`src/rtl/div16_if.sv`:
```
// Start/done coprocessor bus for div16. The Remainder signal exists only when
// DIV_REMAINDER_EN is defined.
interface div16_if #(parameter int WIDTH = 16);
  logic             init_in;
  logic [WIDTH-1:0] A;
  logic [WIDTH-1:0] B;
  logic [WIDTH-1:0] Result;
  logic             done;
`ifdef DIV_REMAINDER_EN
  logic [WIDTH-1:0] Remainder;
`endif

  modport master (
    output init_in, A, B,
`ifdef DIV_REMAINDER_EN
    input  Remainder,
`endif
    input  Result, done
  );

  modport slave (
    input  init_in, A, B,
`ifdef DIV_REMAINDER_EN
    output Remainder,
`endif
    output Result, done
  );
endinterface

```
`src/rtl/div16.sv`:
```
// Sequential restoring unsigned divider, one quotient bit per clock.
// Define DIV_REMAINDER_EN to add the registered Remainder output.
module div16 #(
  parameter int WIDTH = 16
) (
  input  logic   clk,
  input  logic   rst,
  div16_if.slave bus
);

  localparam int CW = $clog2(WIDTH + 1);

  typedef enum logic {IDLE, CALC} state_t;

  state_t           state, state_next;
  logic [CW-1:0]    count;
  logic [WIDTH-1:0] q, d, r;
  logic [WIDTH-1:0] result_q;
  logic             done_q;
  logic [WIDTH:0]   r_shift;
  logic [WIDTH-1:0] r_next, q_next;
  logic             r_ge, last_step;
  logic             load_op, calc_step, finish;

  always_ff @(posedge clk) begin
    if (rst) state <= IDLE;
    else     state <= state_next;
  end

  always_comb begin
    state_next = state;
    case (state)
      IDLE: if (bus.init_in) state_next = CALC;
      CALC: if (last_step)   state_next = IDLE;
      default: state_next = IDLE;
    endcase
  end

  always_comb begin
    load_op   = 1'b0;
    calc_step = 1'b0;
    finish    = 1'b0;
    case (state)
      IDLE: load_op = bus.init_in;
      CALC: begin
        calc_step = 1'b1;
        finish    = last_step;
      end
      default: ;
    endcase
  end

  // The shifted remainder keeps its carry-out bit so the compare never overflows.
  always_comb begin
    r_shift   = {r, q[WIDTH-1]};
    r_ge      = (r_shift >= {1'b0, d});
    r_next    = r_ge ? (r_shift[WIDTH-1:0] - d) : r_shift[WIDTH-1:0];
    q_next    = {q[WIDTH-2:0], r_ge};
    last_step = (count == CW'(WIDTH - 1));
  end

  always_ff @(posedge clk) begin
    if (rst) begin
      q        <= '0;
      d        <= '0;
      r        <= '0;
      count    <= '0;
      result_q <= '0;
      done_q   <= 1'b0;
    end else begin
      done_q <= finish;
      if (load_op) begin
        q     <= bus.A;
        d     <= bus.B;
        r     <= '0;
        count <= '0;
      end else if (calc_step) begin
        q     <= q_next;
        r     <= r_next;
        count <= count + CW'(1);
      end
      if (finish) result_q <= q_next;
    end
  end

  assign bus.Result = result_q;
  assign bus.done   = done_q;

`ifdef DIV_REMAINDER_EN
  logic [WIDTH-1:0] rem_q;

  always_ff @(posedge clk) begin
    if (rst)         rem_q <= '0;
    else if (finish) rem_q <= r_next;
  end

  assign bus.Remainder = rem_q;
`endif

endmodule

```
`src/flat_wrapper.sv`:
```
// flat-port wrapper written by rule: the top's interface ports become plain ports
module div16_flat 
#(
  parameter int WIDTH = 16
)
  (clk, rst, bus_init_in, bus_A, bus_B, bus_Result, bus_done);
  div16_if #(.WIDTH(WIDTH)) bus_i ();
  input  logic clk;
  input  logic rst;
  input wire logic [$bits(bus_i.init_in)-1:0] bus_init_in;
  input wire logic [$bits(bus_i.A)-1:0] bus_A;
  input wire logic [$bits(bus_i.B)-1:0] bus_B;
  output wire logic [$bits(bus_i.Result)-1:0] bus_Result;
  output wire logic [$bits(bus_i.done)-1:0] bus_done;
  assign bus_i.init_in = bus_init_in;
  assign bus_i.A = bus_A;
  assign bus_i.B = bus_B;
  assign bus_Result = bus_i.Result;
  assign bus_done = bus_i.done;
  div16 #(.WIDTH(WIDTH)) u_core (.clk(clk), .rst(rst), .bus(bus_i));
endmodule
```
`config.mk`:
```
export PLATFORM = sky130hd
export DESIGN_NAME = div16_flat
export DESIGN_NICKNAME = d
export VERILOG_FILES = /design/src/rtl/div16_if.sv /design/src/rtl/div16.sv /design/src/flat_wrapper.sv
export SDC_FILE = /design/constraint.sdc
export NUM_CORES = 1
export LEC_CHECK = 0
export CELL_PAD_IN_SITES_DETAIL_PLACEMENT = 0
export CELL_PAD_IN_SITES_GLOBAL_PLACEMENT = 2
export CORE_AREA = 2 2 114 116
export CTS_CLUSTER_SIZE = 30
export DETAILED_ROUTE_END_ITERATION = 7
export DIE_AREA = 0 0 116 118
export PLACE_DENSITY_LB_ADDON = 0.1
export SLEW_MARGIN = 20
export SYNTH_ARGS = -nofsm -noshare
export SYNTH_HDL_FRONTEND = slang
export SYNTH_SLANG_ARGS = --single-unit
```
`constraint.sdc`:
```
create_clock -name clk -period 2.65 [get_ports clk]
set_input_delay 0.795 -clock clk [delete_from_list [all_inputs] [get_ports clk]]
set_output_delay 0.795 -clock clk [all_outputs]
set_load 0.01 [all_outputs]
```
==> impl_metrics.csv <==
group,metric,value,unit
routing,m1WireLength,5.76,mm
pwr,powerDensity,687,nW/um2
routing,ant_nets,0,
timing,setup_viol,0,
critical_path,reg2reg_slack,0.13,ns
timing,max_freq,397,MHz
logic_synthesis,async_flop_share,0,%
timing,fin_crit_sh,95.0,%
pwr,power_switching,1120,uW
floorplanning,die_h,118,um
min_path,worstHoldStart,"u_core.d[2]",
cts,cts_tree,"yes",
logic_synthesis,ys_seq_elements,71,
placed_design,place_ws,0.0511,ns
placed_design,io_buffers,51,
logic_synthesis,syn_area,3750,um2
routing,first_pass_iters,4,
logic_synthesis,synth_edf_count,0,
cts,cts_hold_buffers,0,
pwr,vdd_ir_drop_max,261,uV
floorplanning,rows,41,
timing,min_period,2.52,ns
timing,fin_skew,0.0110,ns
critical_path,path_max_fanout,4,
pwr,power_frac_clock,34.1,%
logic_synthesis,avgSynthCellArea,8.21,um2
critical_path,cp_common_cell,"buf_4",
floorplanning,die_area,13700,um2
cts,cts_buffers,9,
pwr,power_frac_seq,34.0,%
outcome,status,"finished, final reports clean",
routing,drt-initial-drc-count,132,
routing,viasPerCell,4.86,
critical_path,cp-start-kind,"register",
timing,fin_ws,0.133,ns
logic_synthesis,netlist_instances,457,
critical_path,crit_chain,"inv_1, ha_1, buf_4, nor2b_1, o2111ai_1, a21oi_1, buf_4, o41ai_1, xor2_1, a31oi_1",
routing,wl_met3,384,um
logic_synthesis,yosysWarnings,0,
logic_synthesis,yosysMostFrequentCell,"dfxtp_1",
cts,path_clk_slew,0.06,ns
pwr,comb_power_share,31.9,%
cells_and_area,final_area,5000,um2
routing,routed_wl,10.6,mm
cts,ctsResizeCount,0,
critical_path,cp_num_buf_inv,3,
logic_synthesis,synth.area.top_cells,"dfxtp_1 (38%), a21oi_1 (6.0%), ha_1 (6.0%), nand2_1 (4.8%), nor2_1 (4.8%)",
logic_synthesis,synthesis.nets,511,
floorplanning,ios,52,
routing,wl_per_cell,14.9,um
cells_and_area,drive_above_1_share,13.4,%
timing,hold_violations,0,
placed_design,placed_area,4690,um2
floorplanning,core_region_area,12400,um2
cells_and_area,diodes,0,
cts,post_cts_buffers,0,
grt,first_global_vias,3275,
cts,insertion_delay,0.34,ns
timing,slew-limit-headroom,59.9,%
routing,drc,0,
min_path,hold_path_class,"register to register",
routing,dr.max_layer_used,"met4",
floorplanning,die_x,116,um
cells_and_area,syn_to_final_growth,33.2,%
critical_path,cp_slowest_cell,"o41ai_1",
cts,clk_path_buf_depth,2,
logic_synthesis,synth_top_area_share,37.9,%
logic_synthesis,ys_seq_area_share,37.9,%
job,max_cap_violations,0,
critical_path,cp.required,2.86,ns
pwr,power.total,3440,uW
logic_synthesis,yosysTopAreaCell,"dfxtp_1",
grt,grt_pass1_wl,17.4,mm
timing,tightest_slew,0.599,ns
cts,h-tree-depth,3,
timing,slew_viol_final,0,
critical_path,cp.arrival,2.73,ns
critical_path,endpoint,"u_core.r[12]",
critical_path,r2r-start,"u_core.d[2]",
critical_path,reg2reg_depth,10,
routing,vias,3448,
critical_path,startpoint,"u_core.d[2]",
pwr,intPower,2310,uW
logic_synthesis,yosysUniqueCellTypes,57,
floorplanning,start_util,30.2,%
routing,wl_met2,4.31,mm
cts,cts_root_buf,"clkbuf_16",
grt,grt_overflow_total,0,
grt,grt_max_degree,60,
cts,cts_sinks,71,
logic_synthesis,synth_flop_cell,"dfxtp_1",
critical_path,cp_num_cells,10,
critical_path,critical-path-top-delay-family,"compound AO/OA/AOI/OAI gates",
placed_design,gp_congestion,0.856,
critical_path,crit_path_end_kind,"register",
critical_path,criticalPathCategory,"register to register",
pwr,sw_frac_of_total,32.7,%
grt,antenna_found_initial,0,
logic_synthesis,synth_common_cells,"dfxtp_1 (71), nand2_1 (48), nor2_1 (48), a21oi_1 (45), o21ai_0 (25)",
cells_and_area,nets,587,
grt,grt.total_usage,16.3,%
placed_design,hpwl,7.79,mm
critical_path,r2r_end,"u_core.r[12]",
critical_path,slowest_delay,0.40,ns
pwr,p_leak,0.00200,uW
-- stage by stage --
step	cells	hold WS, ns	util, %	TNS, ns
after floorplan	457	0.436	-	0
after global placement	694	0.444	37.8	0
after detailed placement	694	0.448	37.8	0
after CTS	710	0.456	40.1	0
after global routing	710	0.478	40.3	-0.00728
final	710	0.453	40.3	0
-- power by group through the flow --
stage                     sequential (uW)  combinational, uW  clock [uW]
after floorplan                      1170                686           0
after global placement               1190               1080           0
after detailed placement             1190               1070           0
after CTS                            1170               1080        1200
after global routing                 1180               1220        1250
final                                1170               1100        1170
-- cell usage in the layout (no fill, tap or decap), types with 2 or more instances in the layout --
| master | instances |
|---|---|
| a211oi_1 | 6 |
| a31oi_1 | 13 |
| dfxtp_1 | 70 |
| nand4_1 | 3 |
| clkbuf_8 | 2 |
| nand2b_1 | 2 |
| nor3b_1 | 5 |
| and2_1 | 2 |
| o21a_1 | 6 |
| nand2_1 | 48 |
| a41o_1 | 2 |
| o311ai_0 | 2 |
| or3_1 | 4 |
| and3_1 | 6 |
| xor2_1 | 4 |
| o21bai_1 | 2 |
| a22o_1 | 16 |
| clkdlybuf4s50_1 | 51 |
| ha_1 | 18 |
| inv_1 | 21 |
| a21oi_1 | 45 |
| nor2_1 | 48 |
| a21o_1 | 3 |
| buf_4 | 43 |
| a21boi_0 | 2 |
| nand3_1 | 12 |
| o31ai_1 | 3 |
| nor2b_1 | 4 |
| o21ai_0 | 25 |
| clkbuf_16 | 9 |
| clkinv_4 | 2 |
| mux2i_1 | 17 |
| xnor2_1 | 5 |
| nor3_1 | 2 |
| o211ai_1 | 4 |
-- final cells by class --
cell class              count  area [um2]
flip-flops and latches     71        1420
repair buffers             95         853
clock inverters             4        30.0
inverters                  21        78.8
well taps                 172         215
multi-input cells         335        2140
clock buffers              12         256
fillers                  1330        7410
-- routing by layer --
metal	track usage, %	vias to the layer above
met5	0	-
met4	5.73	0
met3	3.35	11
met2	22.2	63
met1	25.0	1588
li1	-	1786
-- worst min path at each step --
stage	endpoint	slack (ns)	cells past startpoint
5_1_grt	u_core.d[14]	0.48	2
4_1_cts	u_core.d[2]	0.46	2
3_5_place_dp	u_core.d[2]	0.45	2
2_1_floorplan	u_core.d[10]	0.44	2
3_3_place_gp	u_core.d[7]	0.44	2
6_report	u_core.d[2]	0.45	2
-- flip-flops by register name, indices dropped and copies added (netlist names) --
name,count
u_core.bus.Result,16
u_core.d,16
u_core.q,16
u_core.r,16
u_core.count,5
u_core.bus.done,1
u_core.state,1
-- logic make-up after synthesis --
logic type / share of synthesized area (%)
compound gates: 25.2
xor+xnor: 2.10
fa+ha+maj: 6.53
buf+inv: 5.63
flops: 37.9
mux: 4.83
simple gates: 17.8
-- worst reg2reg max path: stages (launching register included) --
cell and delay [ns]:
dfxtp_1 0.32, inv_1 0.05, ha_1 0.29, buf_4 0.15
nor2b_1 0.14, o2111ai_1 0.39, a21oi_1 0.16, buf_4 0.17
o41ai_1 0.40, xor2_1 0.23, a31oi_1 0.10
Power figures use the tool's default switching activity.
